**config.mk**
```make
export PLATFORM = sky130hd
export DESIGN_NAME = seg7_capture
export DESIGN_NICKNAME = d
export VERILOG_FILES = /design/src/rtl/seg7_capture.sv
export SDC_FILE = /design/constraint.sdc
export NUM_CORES = 1
export LEC_CHECK = 0
export ABC_AREA = 1
export CORE_ASPECT_RATIO = 1.25
export CORE_MARGIN = 1
export CORE_UTILIZATION = 55
export DETAILED_ROUTE_END_ITERATION = 8
export PLACE_DENSITY = 0.79
export SYNTH_ARGS = -nofsm -noshare
export SYNTH_HDL_FRONTEND = slang
export SYNTH_SLANG_ARGS = --single-unit
```
**constraint.sdc**
```tcl
create_clock -name clk -period 6.5 [get_ports clk]
set_input_delay 0.975 -clock clk [delete_from_list [all_inputs] [get_ports clk]]
set_output_delay 0.975 -clock clk [all_outputs]
set_load 0.02 [all_outputs]
```
**src/rtl/seg7_capture.sv**
```systemverilog
// seg7_capture
//   Samples a time-multiplexed, active-low 7-segment display bus and
//   re-encodes each digit to BCD. A sample is accepted only after
//   {dig_sel,seg_n} has held unchanged long enough to reject glitches.
//   Captured digits are collected into one frame, which is handed out
//   on a valid/ready port.
//
// Ports
//   clk          rising-edge clock
//   rst_n        asynchronous active-low reset
//   seg_n        segments {g,f,e,d,c,b,a}, 0 = lit
//   dig_sel      one-hot active-high digit select, bit i = digit i
//   frame_ready  consumer accepts the frame while frame_valid is high
//   frame_valid  frame_bcd/frame_err hold a complete frame
//   frame_bcd    digit i at [4i+3:4i]; 4'hA = blank, 4'hF = illegal
//   frame_err    bit i set when digit i held an illegal pattern
//   overrun      one-cycle pulse when a completed frame was dropped
module seg7_capture #(
    parameter int NUM_DIGITS    = 4,
    parameter int STABLE_CYCLES = 8
) (
    input  logic                    clk,
    input  logic                    rst_n,
    input  logic [6:0]              seg_n,
    input  logic [NUM_DIGITS-1:0]   dig_sel,
    input  logic                    frame_ready,
    output logic                    frame_valid,
    output logic [4*NUM_DIGITS-1:0] frame_bcd,
    output logic [NUM_DIGITS-1:0]   frame_err,
    output logic                    overrun
);

    localparam int CW = (STABLE_CYCLES > 2) ? $clog2(STABLE_CYCLES) : 1;

    typedef enum logic [1:0] {WAIT, ACCEPT, HOLD} state_t;

    state_t                  state, state_next;
    logic [CW-1:0]           count, count_next;
    logic [6:0]              seg_r, seg_d;
    logic [NUM_DIGITS-1:0]   sel_r, sel_d;
    logic                    change;
    logic                    accept;
    logic                    slot_write;
    logic [4:0]              dec;
    logic [4*NUM_DIGITS-1:0] work_bcd;
    logic [NUM_DIGITS-1:0]   work_err;
    logic [NUM_DIGITS-1:0]   seen;
    logic                    all_seen;
    logic                    can_load;

    // Returns {err, code}: digits 0-9, blank -> 4'hA, anything else -> 4'hF with err.
    function automatic logic [4:0] decode(input logic [6:0] s);
        case (s)
            7'h40:   decode = 5'h00;
            7'h79:   decode = 5'h01;
            7'h24:   decode = 5'h02;
            7'h30:   decode = 5'h03;
            7'h19:   decode = 5'h04;
            7'h12:   decode = 5'h05;
            7'h02:   decode = 5'h06;
            7'h78:   decode = 5'h07;
            7'h00:   decode = 5'h08;
            7'h10:   decode = 5'h09;
            7'h7F:   decode = 5'h0A;
            default: decode = 5'h1F;
        endcase
    endfunction

    // Sample stage plus one delayed copy used for the stability comparison.
    always_ff @(posedge clk or negedge rst_n) begin
        if (!rst_n) begin
            seg_r <= '0;
            sel_r <= '0;
            seg_d <= '0;
            sel_d <= '0;
        end else begin
            seg_r <= seg_n;
            sel_r <= dig_sel;
            seg_d <= seg_r;
            sel_d <= sel_r;
        end
    end

    assign change = (seg_r != seg_d) || (sel_r != sel_d);

    always_ff @(posedge clk or negedge rst_n) begin
        if (!rst_n) begin
            state <= WAIT;
            count <= '0;
        end else begin
            state <= state_next;
            count <= count_next;
        end
    end

    // The jump to ACCEPT happens on the cycle the count reaches its saturation
    // value, so a value stable for STABLE_CYCLES samples is accepted. In ACCEPT
    // the delayed copy still holds the verified value, so it is decoded even if
    // the bus moves that same cycle; the move then re-arms WAIT directly.
    always_comb begin
        state_next = state;
        count_next = count;
        accept     = 1'b0;
        case (state)
            WAIT: begin
                if (change) begin
                    count_next = '0;
                end else if (count == CW'(STABLE_CYCLES - 2)) begin
                    count_next = CW'(STABLE_CYCLES - 1);
                    state_next = ACCEPT;
                end else begin
                    count_next = count + 1'b1;
                end
            end
            ACCEPT: begin
                accept = 1'b1;
                if (change) begin
                    state_next = WAIT;
                    count_next = '0;
                end else begin
                    state_next = HOLD;
                end
            end
            HOLD: begin
                if (change) begin
                    state_next = WAIT;
                    count_next = '0;
                end
            end
            default: begin
                state_next = WAIT;
                count_next = '0;
            end
        endcase
    end

    assign dec        = decode(seg_d);
    assign slot_write = accept && $onehot(sel_d);
    assign all_seen   = &seen;
    assign can_load   = !frame_valid || frame_ready;

    // Working digits survive a completed frame; only seen[] is cleared.
    always_ff @(posedge clk or negedge rst_n) begin
        if (!rst_n) begin
            work_bcd <= '0;
            work_err <= '0;
            seen     <= '0;
        end else begin
            if (slot_write) begin
                for (int i = 0; i < NUM_DIGITS; i++) begin
                    if (sel_d[i]) begin
                        work_bcd[4*i +: 4] <= dec[3:0];
                        work_err[i]        <= dec[4];
                    end
                end
            end
            if (all_seen) begin
                seen <= '0;
            end else if (slot_write) begin
                seen <= seen | sel_d;
            end
        end
    end

    always_ff @(posedge clk or negedge rst_n) begin
        if (!rst_n) begin
            frame_valid <= 1'b0;
            frame_bcd   <= '0;
            frame_err   <= '0;
            overrun     <= 1'b0;
        end else begin
            overrun <= all_seen && !can_load;
            if (all_seen && can_load) begin
                frame_valid <= 1'b1;
                frame_bcd   <= work_bcd;
                frame_err   <= work_err;
            end else if (frame_ready) begin
                frame_valid <= 1'b0;
            end
        end
    end

endmodule

```
# After elaboration in Yosys (flattened, before gate mapping)
# Cells that the tools add are included.
dict set report totals {
  register_bits 73
  latchBits 0
  ramBits 0
  romBits 0
  out_inout_bits 22
  n_memories 0
}
dict set report classes {
  addsub 4
  multipliers 0
  n_div 0
  n_lt_le_gt_ge 0
  eq_ne 20
  n_shift 0
  n_mux 15
  bitwise 1
  n_reduce_logical 18
}
# cell count
set op_table {}
lappend op_table {{5-bit case mux with 11 select lines} 1}
lappend op_table {{7-bit equality test (second input constant)} 4}
lappend op_table {{7-bit by 5-bit equality test with 1-bit output (second input constant)} 3}
lappend op_table {{7-bit by 6-bit equality test with 1-bit output (second input constant)} 2}
lappend op_table {{3-bit 2-to-1 mux} 3}
lappend op_table {{2-bit 2-to-1 mux} 4}
lappend op_table {{4-bit 2-to-1 mux} 2}
lappend op_table {{2-bit AND reduction} 4}
lappend op_table {{7-bit by 2-bit equality test with 1-bit output (second input constant)} 1}
lappend op_table {{7-bit zero test} 1}
lappend op_table {{7-bit != test} 1}
lappend op_table {{2-bit != test (second input constant)} 3}
lappend op_table {{2-bit case mux with 3 select lines} 1}
lappend op_table {{3-bit case mux with 2 select lines} 1}
lappend op_table {{1-bit by 1-bit adder with 2-bit output} 2}
lappend op_table {{4-bit != test} 1}
lappend op_table {{4-bit OR} 1}
lappend op_table {{4-bit AND reduction} 1}
lappend op_table {{2-bit nonzero test} 2}
lappend op_table {{2-bit by 2-bit adder with 3-bit output} 1}
lappend op_table {{3-bit by 1-bit adder with 3-bit output (second input constant)} 1}
lappend op_table {{3-bit by 1-bit equality test with 1-bit output (second input constant)} 1}
lappend op_table {{3-bit equality test (second input constant)} 1}
lappend op_table {{1-bit logical AND} 3}
lappend op_table {{other kinds (9)} 13}

# Longest topological paths before layout
# Gate-level depths: netlist of run 1.
dict set report logic_depth {
  depth_word 6
  ltp_mapped 11
}

# Worst setup path after synthesis of run 1
# OpenSTA, ideal clock, no wires.
dict set report synth_path {
  path_type {flip-flop to flip-flop}
  start {reg sel_d[0]}
  end {reg work_bcd[6]}
  t_arrival_ps 2064
  slack_ps 4306
  stages_incl_launch_ff 12
  period_less_slack_ps 2194
  cell_sequence {dfrtp_1 -> inv_1 -> fa_1 -> inv_1 -> ha_1 -> ha_1 -> nor3_1 -> inv_1 -> nor2_1 -> inv_1 -> nand2_1 -> o21ai_0}
}
dict set report synth_between {
  elab_chain_cells 5
}
# element line
set synth_rtl {}
lappend synth_rtl {{start, declared} 40} ;# logic [NUM_DIGITS-1:0] sel_r, sel_d;
lappend synth_rtl {{start signal, assigned} 80} ;# sel_d <= sel_r;
lappend synth_rtl {{1-bit by 1-bit adder with 2-bit output (not written as such)} 138} ;# assign slot_write = accept && $onehot(sel_d);
lappend synth_rtl {{2-bit by 2-bit adder with 3-bit output (not written as such)} 138}
lappend synth_rtl {{3-bit by 1-bit equality test with 1-bit output} 138}
lappend synth_rtl {{1-bit logical AND} 138}
lappend synth_rtl {{2-bit AND reduction (no source line)} --}
lappend synth_rtl {{end signal, assigned by index} 152} ;# work_bcd[4*i +: 4] <= dec[3:0];
lappend synth_rtl {{end, declared} 45} ;# logic [4*NUM_DIGITS-1:0] work_bcd;
# Every way passes these cells.
# A chain may end at the register's enable or synchronous reset.

# Worst setup path after layout of run 1
dict set report layout_path {
  start {in frame_ready}
  end {reg frame_bcd[8]}
}
dict set report layout_between {
  elab_chain_cells 2
}
# element line
set layout_rtl {}
lappend layout_rtl {{start, declared} 26} ;# input logic frame_ready,
lappend layout_rtl {{1-bit logical OR} 140} ;# assign can_load = !frame_valid || frame_ready;
lappend layout_rtl {{1-bit logical AND} 173} ;# if (all_seen && can_load) begin
lappend layout_rtl {{end signal, assigned} 175} ;# frame_bcd <= work_bcd;
lappend layout_rtl {{end, declared} 28} ;# output logic [4*NUM_DIGITS-1:0] frame_bcd,
# Every way passes these cells.

==> results.yml, run 1 <==
timing:
  final_hold_viol_count: 0
  rsz0062_at_grt: "false"
  fmax_mhz: 380
  worst_pin_slew_ns: 0.864
  slew_viol_final: 0
  slew_headroom: 0.424
  period_needed_ns: 2.63
  period_share: 0.405
  clock-skew-final_ns: 0.0134
  setup_tns_ns: 0
  setup_viol: 0
logic_synthesis:
  synth_cell_type_count: 28
  yosys_warnings: 0
  synth.avg_cell_area_um2: 8.69
  synth_seq_cells: 73
  synth_top_area_frac: 0.562
  synth.area.top_cells: "dfrtp_1 56%, nand2_1 17%, nand3_1 4.8%"
  syn_area_um2: 3250
  synth_common_cells: "148 x nand2_1, 73 x dfrtp_1, 33 x inv_1, 31 x nand3_1, 20 x nor2_1"
  synth_top_cell_by_area: "dfrtp_1"
  synth-edff-count: 0
  ys.flop_type: "dfrtp_1"
  postSynthCellCount: 374
  ys_seq_area_frac: 0.562
  async_flop_share: 1.00
  yosys.cell_count.top_type: "nand2_1"
  synth_nets: 397
floorplan:
  io_pins: 36
  rows: 30
  die_x_um: 70.8
  initial_utilization: 0.585
  die_h_um: 88.0
  core_um2: 5560
  die_area_um2: 6220
worst_setup_path:
  critPathCaptureType: "flip-flop"
  cp.arrival_ns: 2.87
  r2r_cells: 11
  crit_type: "input pin to flip-flop"
  worstSetupStartpoint: "frame_ready"
  worstReg2RegEnd: "work_err[1]"
  crit_required_ns: 6.74
  cp-start-kind: "input pin"
  r2r-start: "sel_d[0]"
  critPathMaxFanout: 23
  r2r_slack_ns: 3.99
  endpoint: "frame_bcd[8]"
flow_run:
  maxCapViolCount: 0
route:
  vias: 2419
  wl_per_cell_um: 11.8
  vias_per_cell: 4.99
  drt_iter0_drc: 158
  wl_mm: 5.72
  drc: 11
  postRouteAntennaNets: 0
  dr.pass1.iters: 8
placed_design:
  io_buffers: 35
  gp_congestion: 0.824
  place_inst: 469
  dpl.hpwl_mm: 3.91
  place_area_um2: 3660
outcome:
  violations: "design-rule violations"
  status: "complete, but fails checks"
hold_path:
  hp-class: "flip-flop to flip-flop"
  holdPathStages: 0
cts:
  cts_tree: "built"
  clkTransAtPathRegs_ns: 0.08
  holdBufCountCts: 0
  clock-sinks: 73
  clockBufferDepth: 2
  h-tree-depth: 3
  insertion_delay_ns: 0.36
  cts_buffers: 9
  cts_setup_buffers: 0
  cts_resized: 0
  cts-root-buf: "clkbuf_8"
grt:
  grt_max_degree: 74
  track_usage: 0.217
  grt_pass1_wl_mm: 10.2
  antenna_found_initial: 0
  overflow: 0
  grt_pass1_vias: 2404
layout:
  diodes: 0
  syn_to_final_growth_pct: 18.9
  final_design_area_no_fill_um2: 3860
  final_layout_size_suffix_gt1_frac: 0.102
  final_nets: 439
  fin_cells: 485
pwr:
  ir_drop_v: 0.000184
  p_leak_nw: 2.05
  powerDensity_nw_per_um2: 226
metal layers:
| layer | up-vias | routed length, um | global-route usage |
|---|---|---|---|
| li1 | 1245 | - | - |
| met1 | 1124 | 2460 | 0.242 |
| met2 | 38 | 2950 | 0.381 |
| met3 | 12 | 156 | 0.0449 |
| met4 | 0 | 142 | 0.135 |
| met5 | - | 0 | 0 |
cell type report:
cell class	instances	area [um2]
Sequential cell	73	1830
Fill cell	452	1690
Multi-Input combinational cell	255	1250
Timing Repair Buffer	37	360
Inverter	40	150
Clock buffer	9	124
Tap cell	64	80.1
Clock inverter	7	77.6
how the worst min path moves through the flow:
stage / from / to
floorplan: seg_r[2] / seg_d[2]
global placement: seg_r[3] / seg_d[3]
detailed placement: seg_r[3] / seg_d[3]
CTS: sel_r[2] / sel_d[2]
global route: sel_r[0] / sel_d[0]
finish: seg_r[3] / seg_d[3]
registers in the layout, indices dropped and copies added, names as in the netlist:
name / flops
work_bcd: 16
overrun: 1
frame_err: 4
state: 2
frame_bcd: 16
seen: 4
frame_valid: 1
sel_d: 4
work_err: 4
seg_r: 7
count: 3
seg_d: 7
sel_r: 4
cells in the final DEF, fill, tap and decap left out, types with 2 or more instances in the layout:
master / n
nand3_1: 31
nand2_1: 148
xnor2_1: 4
o21ai_1: 4
nor2_2: 5
ha_1: 8
clkdlybuf4s50_1: 34
inv_6: 2
inv_1: 33
buf_4: 2
clkbuf_8: 9
clkinv_4: 2
nor3_1: 5
inv_2: 7
nand2_2: 3
nand3_2: 2
a22oi_1: 2
dfrtp_1: 73
a21oi_1: 6
o21ai_0: 6
nor2_1: 20
nand2_4: 3
through the flow:
step                 util  hold WS (ns)  setup slack, ns  total power, mW
floorplan               -         0.373             4.31            0.500
global placement    0.659         0.378             3.61            0.521
detailed placement  0.659         0.385             3.51            0.523
CTS                 0.696         0.401             3.85            0.878
global route        0.696         0.421             3.67            0.905
finish              0.696         0.397             3.87            0.873
where the power goes:
| group | internal [mW] | leakage (nW) | switching (mW) |
|---|---|---|---|
| Clock | 0.180 | 0.100 | 0.180 |
| Combinational | 0.0175 | 0.980 | 0.0272 |
| Sequential | 0.461 | 0.969 | 0.00713 |
logic make-up after synthesis:
| family | count (synthesis) | synth area share |
|---|---|---|
| adder cells (fa/ha/maj) | 9 | 0.0370 |
| flip-flops | 73 | 0.562 |
| AO/OA/AOI/OAI | 19 | 0.0316 |
| XOR/XNOR | 4 | 0.0108 |
| AND/OR/NAND/NOR | 223 | 0.304 |
| buffers and inverters | 46 | 0.0547 |
critical path, stage by stage:
cell and delay [ns]:
clkdlybuf4s50_1 0.45, inv_1 0.04, nand2_1 0.53, nand2_1 0.60, nand2_1 0.20, nand2_1 0.07
Note: power is estimated with default switching activity, not from simulation.
==> run 2, diff against run 1 <==
Clock period 6.5 ns to 2.5 ns, I/O delays scaled along.
==> results.yml, run 2 (synthesis results as in run 1) <==
outcome:
  status: "complete, but fails checks"
  violations: "design-rule violations"
placed_design:
  place_ws_ns: 0.0681
  dpl.hpwl_mm: 4.02
  gp_congestion: 0.814
  place_area_um2: 3680
  io_buffers: 35
cts:
  insertion_delay_ns: 0.35
  cts_buffers: 9
  clkTransAtPathRegs_ns: 0.08
  clock-sinks: 73
  cts-root-buf: "clkbuf_8"
  clockBufferDepth: 2
  cts_tree: "built"
  h-tree-depth: 3
worst_setup_path:
  slowest_delay_ns: 0.55
  critPathCaptureType: "flip-flop"
  critPathMaxFanout: 8
  crit_required_ns: 2.73
  cp.arrival_ns: 2.61
  crit_type: "flip-flop to flip-flop"
  crit_chain: "inv_1, fa_1, inv_1, ha_1, ha_1, nor3_1, inv_1, nor2_2, inv_1, nand2_1, o21ai_0"
  cp-start-kind: "flip-flop"
  slowest_stage: "fa_1"
  crit_top_cell: "inv_1"
route:
  wl_per_cell_um: 11.4
  drc: 10
  vias: 2446
  drt_iter0_drc: 162
  wl_mm: 5.54
  dr.pass1.iters: 8
  vias_per_cell: 5.02
  postRouteAntennaNets: 0
timing:
  whs_ns: 0.398
  rsz0062_at_grt: "true"
  setup_slack_ns: 0.119
  period_share: 0.953
  setup_viol: 0
  fmax_mhz: 420
  clock-skew-final_ns: 0.00915
  slew_headroom: 0.585
  period_needed_ns: 2.38
  final_hold_viol_count: 0
  setup_tns_ns: 0
  slew_viol_final: 0
  worst_pin_slew_ns: 0.622
floorplan:
  die_x_um: 70.8
  die_area_um2: 6220
  rows: 30
  initial_utilization: 0.585
  die_h_um: 88.0
  io_pins: 36
  core_um2: 5560
pwr:
  total_power_mw: 2.38
  powerDensity_nw_per_um2: 604
  p_leak_nw: 2.07
  ir_drop_v: 0.000474
grt:
  track_usage: 0.206
  antenna_found_initial: 0
  grt_max_degree: 52
  grt_pass1_vias: 2298
  overflow: 0
  grt_pass1_wl_mm: 9.69
layout:
  final_nets: 441
  final_layout_size_suffix_gt1_frac: 0.118
  syn_to_final_growth_pct: 20.9
  top_regs: "frame_bcd: 16 flops, work_bcd: 16 flops"
  layout_commonest_cell: "nand2_1"
  layout_common_cells: "148 x nand2_1, 73 x dfrtp_1, 34 x clkdlybuf4s50_1"
  diodes: 0
  final_design_area_no_fill_um2: 3930
hold_path:
  hp-class: "flip-flop to flip-flop"
flow_run:
  maxCapViolCount: 0
## run 2: cell types whose count changed in the layout (fill, tap and decap cells not counted), moves of 2 or more
cell | previous run | this run
nor2_1 | 20 | 16
inv_1 | 33 | 31
inv_2 | 7 | 9
nor2_2 | 5 | 9
## run 2: area by class of cell
| cell class | count | area, um2 |
|---|---|---|
| clock inverters | 6 | 90.1 |
| well taps | 64 | 80.1 |
| fillers | 449 | 1620 |
| inverters | 40 | 150 |
| clock buffers | 10 | 138 |
| multi-input cells | 255 | 1260 |
| repair buffers | 39 | 390 |
| flip-flops and latches | 73 | 1830 |
## run 2: per-stage QoR
| stage | cells | utilization |
|---|---|---|
| 2_1_floorplan | 374 | - |
| 6_report | 487 | 0.708 |
| 3_5_place_dp | 470 | 0.663 |
| 5_1_grt | 487 | 0.708 |
| 3_3_place_gp | 470 | 0.663 |
| 4_1_cts | 487 | 0.706 |
## run 2: final timing paths
kind                       startpoint      endpoint  slack, ns  depth (start not counted)
max                          sel_d[0]   work_bcd[2]       0.12                         11
min                          seg_r[6]      seg_d[6]       0.40                          0
max reg2reg                  sel_d[0]   work_bcd[2]       0.12                         11
min reg2reg                  seg_r[6]      seg_d[6]       0.40                          0
max in group asynchronous       rst_n  work_bcd[15]       1.34                          3
min in group asynchronous       rst_n  frame_bcd[3]       0.53                          2
## run 2: layer usage
| metal | routed length, um | share of wire | global-route usage |
|---|---|---|---|
| met1 | 2430 | 0.44 | 0.234 |
| met2 | 2780 | 0.50 | 0.360 |
| met3 | 160 | 0.029 | 0.0380 |
| met4 | 164 | 0.030 | 0.129 |
| met5 | 0 | 0 | 0 |
## run 2: power by group
group	total (mW)	leakage [nW]	switching, mW	internal, mW
clock	1.04	0.113	0.445	0.592
combinational	0.122	0.992	0.0731	0.0490
sequential	1.22	0.969	0.0186	1.20
## run 2: repair_timing
action                                  4_1_cts  5_1_grt
endpoints found under the setup margin        0       24
endpoints found under the hold margin         6        0
gates resized for setup                       0        6
setup buffers                                 0        0
hold buffers                                  1        0
## run 2: worst max-delay path: cells and delay by family, from the launching register on
| kind | cells | cell delay (ns) |
|---|---|---|
| and+or+nand+nor | 3 | 0.45 |
| AOI/OAI and AO/OA | 1 | 0.07 |
| adders and majority gates | 3 | 0.99 |
| DFF | 1 | 0.35 |
| buffers and inverters | 4 | 0.41 |
==> run 3, diff against run 2 <==
Settings changed: CORE_ASPECT_RATIO 1.25 to 2, CORE_UTILIZATION 55 to 40, PLACE_DENSITY 0.79 to 0.61.
==> results.yml, run 3 (synthesis results as in run 1) <==
layout:
  ff_latch_area_um2: 1830
  syn_to_final_growth_pct: 23.7
  final_nets: 442
  top_regs: "frame_bcd: 16 flops, work_bcd: 16 flops"
  multi_input_area_um2: 1260
  diodes: 0
  n_fill_cell: 764
  layout_common_cells: "148 x nand2_1, 73 x dfrtp_1, 34 x clkdlybuf4s50_1"
  layout_commonest_cell: "nand2_1"
  final_util: 0.510
  final_layout_size_suffix_gt1_frac: 0.123
timing:
  setup_tns_ns: 0
  setup_viol: 0
  slew_headroom: 0.572
  slew_viol_final: 0
  period_needed_ns: 2.35
  rsz0062_at_grt: "true"
  final_hold_viol_count: 0
  clock-skew-final_ns: 0.00628
  fmax_mhz: 426
  worst_pin_slew_ns: 0.640
  period_share: 0.938
worst_setup_path:
  endpoint: "work_bcd[2]"
  crit_required_ns: 2.71
  r2r_slack_ns: 0.15
  critPathMaxFanout: 8
  cp-start-kind: "flip-flop"
  critPathCaptureType: "flip-flop"
  cp.arrival_ns: 2.55
  r2r_cells: 11
  worstReg2RegEnd: "work_bcd[2]"
  r2r-start: "sel_d[0]"
  worstSetupStartpoint: "sel_d[0]"
  crit_type: "flip-flop to flip-flop"
route:
  wl_mm: 6.31
  postRouteAntennaNets: 0
  vias_per_cell: 4.73
  drt_iter0_drc: 150
  vias: 2462
  wl_per_cell_um: 12.1
  drc: 0
  dr.pass1.iters: 4
pwr:
  total_power_mw: 2.54
  switching_share: 0.223
  clkPwrFrac: 0.471
  p_leak_nw: 2.09
  p_int_mw: 1.97
  powerDensity_nw_per_um2: 631
  power_frac_comb: 0.048
  switching_power_mw: 0.565
  pwr-share-seq: 0.481
  ir_drop_v: 0.000395
cts:
  cts_setup_buffers: 0
  h-tree-depth: 3
  clock-sinks: 73
  holdBufCountCts: 0
  clockBufferDepth: 2
  cts-root-buf: "clkbuf_16"
  cts_tree: "built"
  cts_buffers: 9
  clkTransAtPathRegs_ns: 0.05
  insertion_delay_ns: 0.33
floorplan:
  core_um2: 7890
  die_x_um: 65.7
  die_h_um: 129
  io_pins: 36
  initial_utilization: 0.412
  rows: 46
  die_area_um2: 8510
grt:
  track_usage: 0.173
  grt_max_degree: 41
  grt_pass1_wl_mm: 10.9
  grt_pass1_vias: 2416
  antenna_found_initial: 0
  overflow: 0
outcome:
  status: "complete, no violations"
placed_design:
  io_buffers: 35
  gp_congestion: 0.803
  dpl.hpwl_mm: 4.80
flow_run:
  maxCapViolCount: 0
hold_path:
  hp-class: "input pin to async pin"
==> run 3: changes by cell type in the layout (fill, tap and decap cells not counted) <==
cell / delta
inv_6: -1
clkbuf_8: -8
inv_1: -1
buf_12: -1
clkinv_4: -1
clkbuf_16: +9
buf_4: +3
clkbuf_1: +1
dlygate4sd3_1: -1
bufinv_16: -2
clkinvlp_4: +2
inv_2: +1
==> run 3: worst min-delay path by stage <==
stage,from,to,slack (ns),cells after the start
after floorplan,rst_n,count[0],0.08,0
after detailed placement,seg_r[2],seg_d[2],0.39,0
after CTS,rst_n,count[1],0.09,2
after global placement,seg_r[3],seg_d[3],0.38,0
after global routing,rst_n,count[1],0.11,2
final,rst_n,count[1],0.08,2
==> run 3: critical path, stage by stage (launching register included) <==
cell and delay, ns:
dfrtp_1 0.34, inv_1 0.08, fa_1 0.54, inv_1 0.05
ha_1 0.17, ha_1 0.26, nor3_1 0.18, inv_1 0.13
nor2_2 0.17, inv_1 0.15, nand2_1 0.08, o21ai_0 0.07
==> run 3: power groups by stage <==
stage | registers [mW] | clock network [mW] | logic [mW]
2_1_floorplan | 1.24 | 0 | 0.0632
3_3_place_gp | 1.24 | 0 | 0.122
4_1_cts | 1.22 | 1.23 | 0.125
5_1_grt | 1.22 | 1.27 | 0.142
3_5_place_dp | 1.24 | 0 | 0.125
6_report | 1.22 | 1.19 | 0.122
==> run 3: routing by layer <==
layer | share of wire | track usage
met1 | 0.37 | 0.167
met5 | 0 | 0
met3 | 0.032 | 0.0475
met4 | 0.025 | 0.0806
met2 | 0.57 | 0.326
==> run 3: area by class of cell <==
type	count	area share
clock inverters	4	0.00685
well taps	96	0.0299
multi-input cells	255	0.312
repair buffers	40	0.0952
flip-flops and latches	73	0.454
clock buffers	12	0.0638
inverters	40	0.0373
==> run 3: what timing repair did <==
action / 4_1_cts / 5_1_grt
gates resized for setup: 0 / 7
setup endpoints to repair: 0 / 24
endpoints found under the hold margin: 0 / 0
==> run 3: per-stage QoR <==
step | cell area, um2 | hold slack (ns) | worst slack [ns] | cells
2_1_floorplan | 3250 | 0.0794 | 0.306 | 374
3_3_place_gp | 3730 | 0.379 | 0.128 | 504
3_5_place_dp | 3730 | 0.388 | 0.0645 | 504
4_1_cts | 4010 | 0.0872 | 0.0586 | 520
5_1_grt | 4020 | 0.114 | -0.0419 | 520
6_report | 4020 | 0.0770 | 0.155 | 520
